## src/rtl/mem_ctrl_param_if.sv

```systemverilog
// Request/response bus between the CPU control unit and the parametrised memory.
interface mem_ctrl_param_if #(
    parameter int unsigned DATA_W = 8,
    parameter int unsigned ADDR_W = 8
);
    logic              en;
    logic              read;
    logic              write;
    logic [ADDR_W-1:0] address;
    logic [DATA_W-1:0] input_data;
    logic [DATA_W-1:0] output_data;
    logic              ready;
    logic              busy;
    logic              error;

    modport master (
        output en, read, write, address, input_data,
        input  output_data, ready, busy, error
    );

    modport slave (
        input  en, read, write, address, input_data,
        output output_data, ready, busy, error
    );
endinterface

```

## src/rtl/mem_ctrl_param.sv

```systemverilog
// Single-port synchronous RAM with request/ready handshake, configurable wait
// states, busy flag and error reporting for conflicting or out-of-range requests.
module mem_ctrl_param #(
    parameter int unsigned DATA_W  = 8,
    parameter int unsigned ADDR_W  = 8,
    parameter int unsigned DEPTH   = 128,
    parameter int unsigned LATENCY = 1
) (
    input  logic              clk,
    input  logic              rst_n,
    mem_ctrl_param_if.slave   bus
);

    localparam int unsigned CNT_W = (LATENCY > 1) ? $clog2(LATENCY) : 1;
    localparam int unsigned IDX_W = (DEPTH > 1) ? $clog2(DEPTH) : 1;
    localparam logic [CNT_W-1:0]  CNT_LAST  = CNT_W'(LATENCY - 1);
    localparam logic [ADDR_W:0]   DEPTH_LIM = (ADDR_W + 1)'(DEPTH);

    typedef enum logic [1:0] {S_IDLE, S_WAIT, S_RESP} state_t;

    typedef struct packed {
        logic              wr;
        logic [ADDR_W-1:0] addr;
        logic [DATA_W-1:0] data;
    } req_t;

    state_t            state_q, state_d;
    logic [CNT_W-1:0]  cnt_q;
    req_t              req_q;
    logic [DATA_W-1:0] mem [DEPTH];

    logic [DATA_W-1:0] out_q, out_d;
    logic              ready_q, ready_d;
    logic              busy_q, busy_d;
    logic              error_q, error_d;

    logic              can_accept_c;
    logic              accept_c;
    logic              conflict_c;
    logic              wait_done_c;
    logic              in_range_c;
    logic [IDX_W-1:0]  idx_c;

    // A new request may be taken in IDLE or on the edge that closes RESP.
    assign can_accept_c = (state_q == S_IDLE) || (state_q == S_RESP);
    assign accept_c     = can_accept_c && bus.en && (bus.read ^ bus.write);
    assign conflict_c   = (state_q == S_IDLE) && bus.en && bus.read && bus.write;
    assign wait_done_c  = (state_q == S_WAIT) && (cnt_q == CNT_LAST);
    assign in_range_c   = {1'b0, req_q.addr} < DEPTH_LIM;
    assign idx_c        = req_q.addr[IDX_W-1:0];

    // State register
    always_ff @(posedge clk or negedge rst_n) begin
        if (!rst_n) begin
            state_q <= S_IDLE;
        end else begin
            state_q <= state_d;
        end
    end

    // Next-state logic
    always_comb begin
        state_d = state_q;
        unique case (state_q)
            S_IDLE: if (accept_c) state_d = S_WAIT;
            S_WAIT: if (wait_done_c) state_d = S_RESP;
            S_RESP: state_d = accept_c ? S_WAIT : S_IDLE;
            default: state_d = S_IDLE;
        endcase
    end

    // Next values of the registered outputs
    always_comb begin
        ready_d = (state_d == S_RESP);
        busy_d  = (state_d != S_IDLE);
        error_d = conflict_c || (wait_done_c && !in_range_c);
        out_d   = out_q;
        if (wait_done_c && !req_q.wr) begin
            out_d = in_range_c ? mem[idx_c] : '0;
        end
    end

    // Request capture, wait counter and output registers
    always_ff @(posedge clk or negedge rst_n) begin
        if (!rst_n) begin
            cnt_q   <= '0;
            req_q   <= '0;
            out_q   <= '0;
            ready_q <= 1'b0;
            busy_q  <= 1'b0;
            error_q <= 1'b0;
        end else begin
            out_q   <= out_d;
            ready_q <= ready_d;
            busy_q  <= busy_d;
            error_q <= error_d;
            if (accept_c) begin
                req_q <= '{wr: bus.write, addr: bus.address, data: bus.input_data};
                cnt_q <= '0;
            end else if ((state_q == S_WAIT) && !wait_done_c) begin
                cnt_q <= cnt_q + CNT_W'(1);
            end
        end
    end

    // Storage array is deliberately not reset; out-of-range writes are dropped.
    always_ff @(posedge clk) begin
        if (wait_done_c && req_q.wr && in_range_c) begin
            mem[idx_c] <= req_q.data;
        end
    end

    assign bus.output_data = out_q;
    assign bus.ready       = ready_q;
    assign bus.busy        = busy_q;
    assign bus.error       = error_q;

endmodule

```

## src/flat_wrapper.sv

```systemverilog
// flat-port wrapper written by rule: the top's interface ports become plain ports
module mem_ctrl_param_flat 
#(
    parameter int unsigned DATA_W  = 8,
    parameter int unsigned ADDR_W  = 8,
    parameter int unsigned DEPTH   = 128,
    parameter int unsigned LATENCY = 1
)
  (clk, rst_n, bus_en, bus_read, bus_write, bus_address, bus_input_data, bus_output_data, bus_ready, bus_busy, bus_error);
  mem_ctrl_param_if #(.DATA_W(DATA_W), .ADDR_W(ADDR_W)) bus_i ();
  input  logic clk;
  input  logic rst_n;
  input wire logic [$bits(bus_i.en)-1:0] bus_en;
  input wire logic [$bits(bus_i.read)-1:0] bus_read;
  input wire logic [$bits(bus_i.write)-1:0] bus_write;
  input wire logic [$bits(bus_i.address)-1:0] bus_address;
  input wire logic [$bits(bus_i.input_data)-1:0] bus_input_data;
  output wire logic [$bits(bus_i.output_data)-1:0] bus_output_data;
  output wire logic [$bits(bus_i.ready)-1:0] bus_ready;
  output wire logic [$bits(bus_i.busy)-1:0] bus_busy;
  output wire logic [$bits(bus_i.error)-1:0] bus_error;
  assign bus_i.en = bus_en;
  assign bus_i.read = bus_read;
  assign bus_i.write = bus_write;
  assign bus_i.address = bus_address;
  assign bus_i.input_data = bus_input_data;
  assign bus_output_data = bus_i.output_data;
  assign bus_ready = bus_i.ready;
  assign bus_busy = bus_i.busy;
  assign bus_error = bus_i.error;
  mem_ctrl_param #(.DATA_W(DATA_W), .ADDR_W(ADDR_W), .DEPTH(DEPTH), .LATENCY(LATENCY)) u_core (.clk(clk), .rst_n(rst_n), .bus(bus_i));
endmodule
```

## config.mk

```make
export PLATFORM = sky130hd
export DESIGN_NAME = mem_ctrl_param_flat
export DESIGN_NICKNAME = d
export VERILOG_FILES = /design/src/rtl/mem_ctrl_param_if.sv /design/src/rtl/mem_ctrl_param.sv /design/src/flat_wrapper.sv
export SDC_FILE = /design/constraint.sdc
export NUM_CORES = 1
export LEC_CHECK = 0
export CAP_MARGIN = 10
export CORE_MARGIN = 3
export CORE_UTILIZATION = 45
export CTS_CLUSTER_SIZE = 24
export DETAILED_ROUTE_END_ITERATION = 10
export SYNTH_ARGS = -nofsm -noshare
export SYNTH_HDL_FRONTEND = slang
export SYNTH_SLANG_ARGS = --single-unit
```

## constraint.sdc

```tcl
create_clock -name clk -period 2.8 [get_ports clk]
set_clock_uncertainty 0.15 [all_clocks]
set_input_delay 0.56 -clock clk [delete_from_list [all_inputs] [get_ports clk]]
set_output_delay 0.56 -clock clk [all_outputs]
set_load 0.03 [all_outputs]
```

=== Word level (Yosys, flattened, before mapping) ===
Memories as Yosys holds them, arrays and structs flattened.
Index checks and enable logic that the tools add are counted.

* Add/subtract/negate cells: 1
* $lt $le $gt $ge: 1
* Eq/ne operators: 3
* Mux-type cells: 9
* Bitwise logic cells: 2
* Reduce and logical (&&, ||, !) cells: 19

{| class="wikitable"
|+ Operators with widths
! cell !! number
|-
| logical AND 1 bit || 11
|-
| < comparator 8 bit (second input constant) || 1
|-
| 2-to-1 mux 8 bit || 1
|-
| case mux 2 bit (3 select lines) || 1
|-
| 2-to-1 mux 1 bit || 5
|-
| equality test 2 bit (second input constant) || 2
|-
| 2-to-1 mux 2 bit || 2
|-
| nonzero test 2 bit || 2
|-
| zero test 1 bit || 3
|-
| equality test 2 x 1 -> 1 bit (second input constant) || 1
|-
| zero test 2 bit || 1
|-
| logical OR 1 bit || 2
|-
| adder 1 bit (second input constant) || 1
|-
| inverter 1 bit || 1
|-
| XOR 1 bit || 1
|}

* Bits in registers: 31
* RAM bits: 1024
* Output and inout port bits: 11
* Logic and storage cells: 45
* Memories: 1

{| class="wikitable"
|+ Memories
! name !! words !! bits a word !! rd ports !! clocked after memory_dff !! wr ports !! line !! source
|-
| u_core.mem || 128 || 8 || 1 || 0 || 1 || mem_ctrl_param.sv:30 || <nowiki>logic [DATA_W-1:0] mem [DEPTH];</nowiki>
|}

=== Depth between registers and ports, before layout ===
Gate-level depths: netlist of the first run.

* Word-level depth: 7
* Mapped depth: 9
* Depth with buffers taken out: 6

=== Worst setup path after synthesis of the first run ===
OpenSTA, ideal clock, no wires.

* Path kind: register to register
* From: register u_core.req_q (netlist bit u_core.idx_c[0])
* To: memory u_core.mem[100][0] (enable)
* Arrival time: 1.913 ns
* Slack: 0.367 ns
* Cell stages (with the launch flop): 8
* Path buffers: 4
* Path through: dfrtp_1 buf_4 buf_4 buf_4 and4bb_2 nand2_1 buf_2 nor2_1

* Word-level cells in the longest chain between the ends: 4

{| class="wikitable"
|+ Ends and longest elaborated chain
! what !! line !! source
|-
| start, declared || mem_ctrl_param.sv:29 || <nowiki>req_t req_q;</nowiki>
|-
| start signal, assigned || mem_ctrl_param.sv:98 || <nowiki>req_q <= '{wr: bus.write, addr: bus.address, data: bus.input_data};</nowiki>
|-
| < comparator 8 bit || mem_ctrl_param.sv:49 || <nowiki>assign in_range_c = {1'b0, req_q.addr} < DEPTH_LIM;</nowiki>
|-
| logical AND 1 bit || mem_ctrl_param.sv:108 || <nowiki>if (wait_done_c && req_q.wr && in_range_c) begin</nowiki>
|-
| 2-to-1 mux 1 bit || mem_ctrl_param.sv:108 ||
|-
| 2-to-1 mux 1 bit (implied by the code) || mem_ctrl_param.sv:109 || <nowiki>mem[idx_c] <= req_q.data;</nowiki>
|-
| end, declared || mem_ctrl_param.sv:30 ||
|}

Several ways; a longest one is shown, not always the timed one.

=== Worst setup path after layout of the first run ===
* From: register u_core.req_q (netlist bit u_core.idx_c[0])
* To: register u_core.out_q[3] (netlist: u_core.bus.output_data[3])

* Word-level cells in the longest chain between the ends: 2
* Elaborated cells between the ends (all ways): 3
* Classes of those cells: 1 x order compare; 1 x mux; 1 x memory

{| class="wikitable"
|+ Ends and longest elaborated chain
! what !! line !! source
|-
| memory read (128 x 8 bit) or < comparator 8 bit (tied branches) || - ||
|-
| 2-to-1 mux 8 bit (*) || mem_ctrl_param.sv:79 || <nowiki>out_d = in_range_c ? mem[idx_c] : '0;</nowiki>
|-
| end signal, assigned || mem_ctrl_param.sv:93 || <nowiki>out_q <= out_d;</nowiki>
|-
| end, declared || mem_ctrl_param.sv:32 || <nowiki>logic [DATA_W-1:0] out_q, out_d;</nowiki>
|}

Mark *: on every way between the ends. The rest lies on a longest branch, timed or not.
A chain may end at the register's enable or synchronous reset.

==> results of run 1 <==
-- power by group through the flow --
stage | clock, mW | combinational [mW] | sequential (mW)
floorplan | 0 | 3.86 | 19.6
global placement | 0 | 7.33 | 19.4
global route | 14.9 | 7.96 | 19.1
detailed placement | 0 | 7.42 | 19.4
CTS | 14.3 | 7.45 | 19.1
finish | 14.1 | 7.52 | 19.1
-- flip-flops by register name (all words and copies together) (netlist names) --
register / count
u_core.mem: 1024
u_core.cnt_q: 1
u_core.req_q: 10
u_core.state_q: 2
u_core.bus.error: 1
u_core.bus.busy: 1
u_core.idx_c: 7
u_core.bus.output_data: 8
u_core.bus.ready: 1
-- Yosys cell counts, drive strengths merged --
| master | number | area [um^2] |
|---|---|---|
| edfxtp | 1024 | 30700 |
| mux2i | 512 | 5120 |
| o22ai | 257 | 1610 |
| o21ai | 139 | 696 |
| nor2 | 136 | 510 |
| buf | 122 | 729 |
| a41oi | 32 | 280 |
| nand2 | 32 | 120 |
| dfrtp | 31 | 776 |
| clkbuf | 24 | 90.1 |
| mux2 | 16 | 180 |
| nor4 | 8 | 50.1 |
| nand3 | 7 | 40.0 |
| nor2b | 7 | 43.8 |
| nand2b | 6 | 37.5 |
| or2 | 3 | 18.8 |
| and2 | 1 | 6.26 |
| and4b | 1 | 10.0 |
| and4bb | 1 | 12.5 |
| inv | 1 | 3.75 |
| or3 | 1 | 6.26 |
| xnor2 | 1 | 8.76 |
-- how the worst min path moves through the flow --
stage / start / end / slack, ns / depth (start not counted)
2_1_floorplan: rst_n / u_core.bus.busy / 0.11 / 0
3_5_place_dp: u_core.cnt_q / u_core.bus.ready / 0.32 / 1
4_1_cts: bus_address[7] / u_core.req_q[15] / 0.32 / 2
6_report: u_core.cnt_q / u_core.bus.ready / 0.33 / 1
5_1_grt: bus_address[7] / u_core.req_q[15] / 0.33 / 2
3_3_place_gp: u_core.state_q[1] / u_core.bus.error / 0.31 / 1
-- logic make-up (layout without fill, tap and decap cells) --
kind of cell	Yosys count	after routing	synth area share [%]
AOI/OAI and AO/OA	428	428	6.29
xor gates and xnor gates	1	1	0.0213
buffers and inverters	147	525	2.00
DFF	1055	1055	76.7
muxes	528	528	12.9
other	0	1	0
and+or+nand+nor	203	203	2.08
-- worst max-delay path, delay by kind of cell, from the launching register on --
family / cells / cell delay, ns
compound gates: 4 / 0.80
buf+inv: 3 / 0.56
flops: 1 / 0.48
mux: 1 / 0.23
simple gates: 1 / 0.36
-- per-layer routing --
metal / GRT usage [%] / vias up / part of all wire (%)
li1: - / 10045 / -
met1: 29.3 / 11466 / 43
met2: 34.7 / 745 / 48
met3: 4.27 / 179 / 6.5
met4: 6.85 / 2 / 2.9
met5: 0 / - / 0.013
-- metrics by stage --
step | hold slack (ns) | util [%] | total power, mW | std cells | setup TNS (ns)
floorplan | 0.114 | - | 23.4 | 2362 | 0
global placement | 0.314 | 49.8 | 26.7 | 3722 | -0.167
detailed placement | 0.324 | 49.8 | 26.8 | 3722 | -0.180
CTS | 0.323 | 53.7 | 40.8 | 3916 | 0
global route | 0.329 | 53.8 | 42.0 | 3917 | -0.0139
finish | 0.334 | 53.8 | 40.7 | 3917 | 0
-- layout make-up --
type                    instances  area share, %
flip-flops and latches       1055           65.0
clock buffers                 141           5.90
multi-input cells            1160           18.2
well taps                    1176           3.03
repair buffers                331           6.57
inverters                       1        0.00773
clock inverters                52           1.22
diodes                          1        0.00515
-- repair_timing --
| action | CTS | global route |
|---|---|---|
| hold buffers | 1 | 0 |
| setup endpoints to repair | 4 | 8 |
| endpoints found under the hold margin | 31 | 0 |
| pin swaps | 0 | 4 |
| gates resized for setup | 5 | 28 |
==> flow_summary.ini, run 1 <==
[sta]
rsz0062_at_grt = true
period_minus_slack_ns = 2.76
fmax_mhz = 363
relSlewSlack_pct = 37.2
setup_viol = 0
final-max-slew-violation-count = 0
finalWorstSetupSlack_ns = 0.0423
layout_worst_path_cycle_share_pct = 98.5
worstMarginPinSlew_ns = 0.942
final-hold-violation-count = 0

[synthesis]
yosysUniqueCellTypes = 28
synth-seq-cells = 1055
synth_cells = 2362
synth_warnings = 0
yosysSeqAreaShare_pct = 76.7
synth_area_um2 = 41100
syn_nets = 2383
syn_area_per_cell_um2 = 17.4

[critical_path]
cp_max_fo = 11
end_kind = register
cp_common_cell = buf_12
slowest_stage = dfrtp_4
crit_chain = buf_12 > buf_12 > buf_4 > mux2i_1 > o22ai_1 > o21ai_0 > a41oi_1 > nor4_1 > o21ai_1
endpoint = u_core.bus.output_data[3]
rrSetupSlack_ns = 0.04
ff2ff_path_depth = 9
crit_arrival_ns = 3.11
crit_start = u_core.idx_c[0]
critPathLaunchType = register
r2r-end = u_core.bus.output_data[3]
crit_path_max_incr_delay_ns = 0.48
path_class = reg -> reg
critPathRequiredTime_ns = 3.16
rr_startpoint = u_core.idx_c[0]

[cts]
cts-root-buf = clkbuf_16
postCtsSetupRepairBufs = 0
cts.sinks = 1055
cts_buffers = 104
clk_latency_ns = 0.67
clock_path_buffers = 3
htreeDepth = 3
clkSlewWorstSetupHoldPaths_ns = 0.06
tritoncts = yes

[pwr]
swShare_pct = 27.3
irDropWorstVdd_mv = 0.576
p_int_mw = 29.6
clkPwrFrac_pct = 34.6
p_leak_nw = 16.9
power_frac_seq_pct = 46.9
combPwrFrac_pct = 18.5
powerDensity_nw_per_um2 = 838
p_sw_mw = 11.1

[placed_design]
hpwl_mm = 62.1
port_buffers = 31
pre_cts_ws_ns = -0.0642
gp_congestion = 0.880
postPlaceCellArea_um2 = 45000

[finish]
multiInputGateArea_um2 = 8860
final_cell_mix = 1,024 x edfxtp_1, 511 x mux2i_1, 257 x o22ai_1
seq_area_um2 = 31600
drive_gt1_share_pct = 18.5
final_common_cell = edfxtp_1
fin_area_um2 = 48500
syn_to_final_growth_pct = 18.1
fin_nets = 2674
fill_cells = 7074

[global_route]
grt_pass1_vias = 22738
grt_antenna_before_repair = 3
grt_usage_pct = 21.4
overflow = 0
grt_max_degree = 69
grt_pass1_wl_mm = 150

[route]
routedWlPerCell_um = 26.1
num_vias = 22437
routed_wirelength_mm = 102
remaining_drc_errors = 0
drt-initial-drc-count = 2287
ant_nets = 0
firstDrtPassIters = 5
vias_per_cell = 5.73

[floorplan]
core-area_um2 = 90300
die_w_um = 308
start_util_pct = 45.5
die_h_um = 308
pin_count = 32
fp.dieArea_um2 = 95000
rows = 110

[min_path]
hold_class = reg -> reg

[run_status]
status = completed

[run]
drv_cap = 0
(Power assumes the default switching activity.)
==> inputs of run 2 (changes only) <==
--- a/config.mk
+++ b/config.mk
@@ -10,6 +10,7 @@
 export CORE_UTILIZATION = 45
 export CTS_CLUSTER_SIZE = 24
 export DETAILED_ROUTE_END_ITERATION = 10
+export SKIP_CTS_REPAIR_TIMING = 1
 export SYNTH_ARGS = -nofsm -noshare
 export SYNTH_HDL_FRONTEND = slang
 export SYNTH_SLANG_ARGS = --single-unit
==> run 2 against run 1 <==
Combinational power about the same. Register-to-register slack improved by 0.02 ns. Largest cell class unchanged. First-iteration DRC count decreased by 0.31%. Critical endpoint unchanged. Global-route usage about the same. Clock power about the same. Sequential share of layout area unchanged.
==> flow_summary.ini, run 2 (same netlist as run 1, synthesis figures left out) <==
[run_status]
status = completed

[route]
remaining_drc_errors = 0
num_vias = 22460
routed_wirelength_mm = 102
routedWlPerCell_um = 26.1
drt-initial-drc-count = 2280
firstDrtPassIters = 6
ant_nets = 0
vias_per_cell = 5.73

[global_route]
grt_pass1_vias = 22780
grt_pass1_wl_mm = 150
overflow = 0
grt_max_degree = 69
grt_usage_pct = 21.4
grt_antenna_before_repair = 3

[pwr]
irDropWorstVdd_mv = 0.575
powerDensity_nw_per_um2 = 838
power_frac_seq_pct = 46.9
p_sw_mw = 11.1
combPwrFrac_pct = 18.5
swShare_pct = 27.3
clkPwrFrac_pct = 34.6
p_int_mw = 29.6
p_leak_nw = 16.9

[finish]
fin_area_um2 = 48500
fill_cells = 7074
multiInputGateArea_um2 = 8860
regMostFlops = u_core.mem
final_common_cell = edfxtp_1
syn_to_final_growth_pct = 18.1
largest_reg_flops = 1024
fin_nets = 2674
final_cell_mix = 1,024 x edfxtp_1, 511 x mux2i_1, 257 x o22ai_1
fin_util_pct = 53.8
seq_area_um2 = 31600
drive_gt1_share_pct = 18.5

[cts]
cts-root-buf = clkbuf_16
cts.sinks = 1055
clk_latency_ns = 0.67
htreeDepth = 3
clkSlewWorstSetupHoldPaths_ns = 0.06
cts_buffers = 104
tritoncts = yes
clock_path_buffers = 3

[floorplan]
die_w_um = 308
die_h_um = 308
pin_count = 32
rows = 110
fp.dieArea_um2 = 95000
core-area_um2 = 90300
start_util_pct = 45.5

[sta]
final-max-slew-violation-count = 0
layout_worst_path_cycle_share_pct = 97.6
tns_ns = 0
rsz0062_at_grt = true
relSlewSlack_pct = 36.8
worstMarginPinSlew_ns = 0.949
final-hold-violation-count = 0
setup_viol = 0
period_minus_slack_ns = 2.73
fmax_mhz = 366

[placed_design]
postPlaceCellArea_um2 = 45000
port_buffers = 31
gp_congestion = 0.880
hpwl_mm = 62.1

[run]
drv_cap = 0

[critical_path]
critPathRequiredTime_ns = 3.15
end_kind = register
cp_max_fo = 11
crit_arrival_ns = 3.09
path_class = reg -> reg
ff2ff_path_depth = 9
critPathLaunchType = register

[min_path]
hold_class = reg -> reg
holdPathStages = 1
run 2: cell type report:
cell class                 instances  share of cell area [%]
tap                             1176                    3.03
clock inverter                    52                    1.22
sequential                      1055                    65.0
multi-input combinational       1160                    18.2
clock buffer                     141                    5.90
inverter                           1                 0.00773
antenna                            1                 0.00515
timing repair buffer             331                    6.57
run 2: final timing paths:
| check | start | end | slack (ns) |
|---|---|---|---|
| max | u_core.idx_c[0] | u_core.bus.output_data[3] | 0.07 |
| max reg2reg | u_core.idx_c[0] | u_core.bus.output_data[3] | 0.07 |
| min in group asynchronous | rst_n | u_core.req_q[2] | 0.42 |
| min | u_core.cnt_q | u_core.bus.ready | 0.33 |
| min reg2reg | u_core.cnt_q | u_core.bus.ready | 0.33 |
| max in group asynchronous | rst_n | u_core.idx_c[0] | 1.37 |
run 2: power by group through the flow:
| stage | sequential [mW] | combinational, mW | clock (mW) |
|---|---|---|---|
| floorplan | 19.6 | 3.86 | 0 |
| global placement | 19.4 | 7.33 | 0 |
| detailed placement | 19.4 | 7.42 | 0 |
| CTS | 19.1 | 7.43 | 14.3 |
| global route | 19.1 | 7.96 | 14.9 |
| finish | 19.1 | 7.53 | 14.1 |
run 2: routing by layer:
layer | global-route usage, % | part of all wire (%) | vias up
li1 | - | - | 10048
met1 | 29.3 | 43 | 11472
met4 | 6.84 | 2.9 | 2
met3 | 4.24 | 6.6 | 182
met2 | 34.7 | 48 | 756
met5 | 0 | 0.013 | -
run 2: critical path, stage by stage (launching register included):
cell and delay (ns):
dfrtp_4 0.48, buf_12 0.17, buf_12 0.16, buf_4 0.24
mux2i_1 0.23, o22ai_1 0.09, o21ai_0 0.29, a41oi_1 0.28
nor4_1 0.38, o21ai_1 0.10
run 2: through the flow:
step | total power [mW] | hold WS, ns | std cells | setup WS [ns]
finish | 40.7 | 0.334 | 3917 | 0.0659
detailed placement | 26.8 | 0.324 | 3722 | -0.0642
global route | 42.0 | 0.329 | 3917 | -0.0123
floorplan | 23.4 | 0.114 | 2362 | 0.367
CTS | 40.8 | -0.117 | 3915 | -0.0709
global placement | 26.7 | 0.314 | 3722 | -0.0889
==> inputs of run 3 (changes only) <==
--- a/config.mk
+++ b/config.mk
@@ -11,6 +11,7 @@
 export CTS_CLUSTER_SIZE = 24
 export DETAILED_ROUTE_END_ITERATION = 10
 export SKIP_CTS_REPAIR_TIMING = 1
+export SLEW_MARGIN = 20
 export SYNTH_ARGS = -nofsm -noshare
 export SYNTH_HDL_FRONTEND = slang
 export SYNTH_SLANG_ARGS = --single-unit
==> results of run 3 <==
Final layout, timing and power as in run 2 (identical DEF).
==> RTL edit 1: new RTL, flow settings as in run 3 <==
Encoding of `state_t`: now one-hot (3 bits for 3 states).
--- a/src/rtl/mem_ctrl_param.sv
+++ b/src/rtl/mem_ctrl_param.sv
@@ -17,5 +17,5 @@
     localparam logic [ADDR_W:0]   DEPTH_LIM = (ADDR_W + 1)'(DEPTH);
 
-    typedef enum logic [1:0] {S_IDLE, S_WAIT, S_RESP} state_t;
+    typedef enum logic [2:0] {S_IDLE = 3'b001, S_WAIT = 3'b010, S_RESP = 3'b100} state_t;
 
     typedef struct packed {
Function: same outputs for any inputs over 4 cycles, from zero or initial values and one cycle with rst_n low; so few cycles prove little.
==> RTL edit 1 against run 3 <==
Cell count fell by 0.26%; wire length is 1.6% lower; hold slack lost 0.024 ns; sequential cell count rose by 1; worst setup slack gained 0.014 ns; sequential power increased by 5%; largest power group unchanged; area after synthesis rose by 0.10%; power rose by 11%; via count fell by 0.91%; non-clock buffer count shrank 18; design area barely moved; die area barely moved; highest routed layer is now met4.
==> RTL edit 1: results (changes against run 3) <==
| Metric | Value |
|---|---|
| Outcome | completed |
| Arrival time worst endpoint | 3.13 ns (+0.04 ns) |
| Register area share after synthesis | 0.767 (about the same) |
| Synth top area share | 0.747 (-0.000751) |
| Cell area after placement | 44800 um2 (-0.33%) |
| Async S/R FF share, synth | 0.0303 (+0.000919) |
| Wire length of the first global-routing pass | 149000 um (-0.45%) |
| Number of buffers added by the clock tree synthesis step | 109 (+4.8%) |
| Largest net degree at the start of global routing | 129 (+87%) |
| Leakage power | 0.0168 uW (-0.35%) |
| Final routed wire length divided by cell count | 25.8 um (-1.4%) |
| Nets@finish | 2658 (-0.60%) |
| Antenna cells | 0 (-1) |
| Distinct cell type count of the synthesized netlist | 35 (+25%) |
| Initial antenna violation count | 1 (-2) |
| Hold_ws | 0.310 ns (-0.0242 ns) |
| Final weighted congestion of routability-driven global placement | 0.845 (-4.0%) |
| Global Route Usage Sum | 0.212 (-0.00175) |
| Layout cell share with drive strength beyond 1 | 0.172 (-0.0126) |
| Cell types with the largest area share after synthesis | edfxtp_1, mux2i_1, o22ai_1 |
| Synth Net Count | 2380 (-0.13%) |
| First-iteration detailed-routing DRC count | 1995 (-13%) |
| Clock latency at the later pin of the worst-skew pair | 0.70 ns (+0.03 ns) |
| Via count of the first global-routing pass | 22738 (-0.18%) |
| Largest voltage drop on the vdd net | 0.779 mV (+35%) |
| Top fanout value on the critical path | 17 (+6) |
| Most instantiated cells after synthesis | edfxtp_1, mux2i_1, o22ai_1 |
-- RTL edit 1: cell types whose count changed in the layout (fill, tap and decap cells not counted), sizes merged, moves of 3 or more --
cell	before	now
clkinv	31	38
clkbuf	141	149
buf	300	281
nor2	136	132
nand2	32	29
-- RTL edit 1: how the worst max path moves through the flow --
stage,start,to,depth (start not counted)
5_1_grt,u_core.idx_c[0],u_core.bus.output_data[3],9
3_3_place_gp,u_core.idx_c[0],u_core.bus.output_data[3],9
4_1_cts,u_core.idx_c[0],u_core.bus.output_data[0],9
3_5_place_dp,u_core.idx_c[0],u_core.bus.output_data[0],9
6_report,u_core.idx_c[0],u_core.bus.output_data[0],9
2_1_floorplan,u_core.idx_c[0],u_core.mem[110][0],7
-- RTL edit 1: metal layers --
layer | share of wire | track usage
met1 | 0.43 | 0.296
met5 | 0 | 0
met3 | 0.062 | 0.0351
met4 | 0.026 | 0.0594
met2 | 0.48 | 0.348
-- RTL edit 1: layout make-up --
type	count	area, um2
Fill cell	7153	41800
Clock inverter	57	657
Inverter	1	3.75
Tap cell	1176	1470
Sequential cell	1056	31600
Timing Repair Buffer	313	3020
Clock buffer	148	2950
Multi-Input combinational cell	1156	8840
-- RTL edit 1: power breakdown --
part	leakage (uW)	internal (uW)	total, uW	switching (uW)
Sequential	0.00960	19100	20000	959
Combinational	0.00545	4100	10700	6560
Clock	0.00174	8500	14400	5930
Total	0.0168	31700	45100	13400
-- RTL edit 1: worst reg2reg max path, stage by stage (launching register included) --
cell and delay (ns):
dfrtp_4 0.47, buf_12 0.17, buf_12 0.22, buf_12 0.21, mux2i_1 0.24, o22ai_1 0.11, o21ai_1 0.29, a41oi_1 0.30
nor4_2 0.37, o21ai_1 0.08
-- RTL edit 1: cells by family (layout without fill, tap and decap cells) --
logic type      count (synthesis)  count (layout)  share of synthesized area
compound gates                426             426                     0.0626
xor+xnor                        2               2                   0.000426
buf+inv                       147             519                     0.0199
flops                        1056            1056                      0.767
mux                           529             529                      0.129
simple gates                  199             199                     0.0210
-- RTL edit 1: through the flow --
| step | setup slack, ns | std cells |
|---|---|---|
| floorplan | 0.349 | 2359 |
| global placement | -0.0675 | 3700 |
| detailed placement | -0.0428 | 3700 |
| CTS | -0.0214 | 3905 |
| global route | -0.0136 | 3907 |
| finish | 0.0798 | 3907 |
==> RTL edit 2: new RTL, config.mk and constraints of run 3 <==
Made on the original files. `LATENCY` is set to 1 in 2 places; all go to 2.
--- a/src/rtl/mem_ctrl_param.sv
+++ b/src/rtl/mem_ctrl_param.sv
@@ -5,5 +5,5 @@
     parameter int unsigned ADDR_W  = 8,
     parameter int unsigned DEPTH   = 128,
-    parameter int unsigned LATENCY = 1
+    parameter int unsigned LATENCY = 2
 ) (
     input  logic              clk,
--- a/src/flat_wrapper.sv
+++ b/src/flat_wrapper.sv
@@ -5,5 +5,5 @@
     parameter int unsigned ADDR_W  = 8,
     parameter int unsigned DEPTH   = 128,
-    parameter int unsigned LATENCY = 1
+    parameter int unsigned LATENCY = 2
 )
   (clk, rst_n, bus_en, bus_read, bus_write, bus_address, bus_input_data, bus_output_data, bus_ready, bus_busy, bus_error);
Behaviour: not the same (a bounded check fails within 4 cycles, from zero or initial values and one cycle with rst_n low).
==> RTL edit 2 against run 3 <==
Sequential cell count stayed put; highest routed layer unchanged; wire length is 0.31% lower; largest cell class unchanged; critical endpoint is now u_core.bus.output_data[5]; critical path depth is 1 higher; worst setup slack worse by 0.053 ns; global-route usage is 0.055 points higher; area after synthesis hardly changed; design area is 0.61% higher.
Power is not compared: it rests on default switching activity, and its combinational part moved more than twofold at a synthesized area within 25%.
==> RTL edit 2: results (changes against run 3) <==
| Metric | Value |
|---|---|
| Outcome | completed |
| Depth of the most critical reg-to-reg path | 10 (+1) |
| Cell total after placement | 3759 (+0.99%) |
| Top fanout value on the critical path | 21 (+10) |
| Start point of the worst hold path | u_core.state_q[1] |
| Met1 global-route usage | 0.293 (+0.000683) |
| Layout cell share with drive strength beyond 1 | 0.193 (+0.00823) |
| Number of detailed-route iterations in the first pass | 5 (-1) |
| Global Route Usage Sum | 0.215 (+0.000552) |
| Distinct cell type count of the synthesized netlist | 31 (+11%) |
| Cell area after placement | 45200 um2 (+0.45%) |
| Fillcell total | 7085 (+0.16%) |
| Metal1 wirelength | 42800 um (-1.7%) |
| Most instantiated cells after synthesis | edfxtp_1, mux2i_1, o22ai_1 |
| Slew Limit Headroom | 0.288 (-0.0801) |
| Wire length of the first global-routing pass | 149000 um (-0.12%) |
| Highest attainable clock frequency | 359 MHz (-1.9%) |
| Capture point of the worst reg-to-reg path | u_core.bus.output_data[5] |
| Met3 Wirelength | 7540 um (+12%) |
| End of the worst hold path | u_core.bus.error |
| Met2 Wirelength | 48500 um (-1.0%) |
| Nets@finish | 2719 (+1.7%) |
| Mean instance size in the synthesized netlist | 17.4 um2 (about the same) |
| Number of buffers added by the clock tree synthesis step | 106 (+1.9%) |
| Register area share after synthesis | 0.767 (about the same) |
| Final weighted congestion of routability-driven global placement | 0.875 (-0.56%) |
| Register-to-Register Setup Slack | 0.01 ns (-0.05 ns) |
| Hold_ws | 0.317 ns (-0.0163 ns) |
| Half-perimeter wire length after placement | 64400 um (+3.6%) |
| Multi-input logic area | 8880 um2 (+0.27%) |
| Met3 Resource Use GR | 0.0468 (+0.00439) |
| Total vias in the final route | 22542 (+0.37%) |
| Biggest cell delay along the critical path | 0.53 ns (+0.05 ns) |
| Worst setup slack after placement | -0.164 ns (-0.0993 ns) |
| Non-Filler Instances | 3966 (+1.3%) |
| Initial antenna violation count | 5 (+2) |
==> RTL edit 2: cell types whose count changed after synthesis, moves of 2 or more <==
cell / run 3 / this run
mux2_1: 0 / 7
mux2_2: 16 / 9
buf_6: 9 / 3
buf_4: 30 / 34
clkbuf_1: 24 / 28
a21oi_1: 0 / 3
nand2_1: 32 / 29
buf_1: 10 / 8
==> RTL edit 2: logic make-up after synthesis <==
group,after synthesis,share of synthesized area
AOI/OAI and AO/OA,429,0.0630
xor gates and xnor gates,1,0.000213
buffers and inverters,148,0.0195
DFF,1055,0.767
muxes,528,0.129
and+or+nand+nor,202,0.0209
==> RTL edit 2: layout make-up <==
type,count,share of cell area
Sequential cell,1055,0.646
Multi-Input combinational cell,1160,0.182
Timing Repair Buffer,373,0.0709
Clock buffer,132,0.0572
Tap cell,1176,0.0301
Clock inverter,67,0.0136
Inverter,2,0.000154
Antenna cell,1,0.0000512
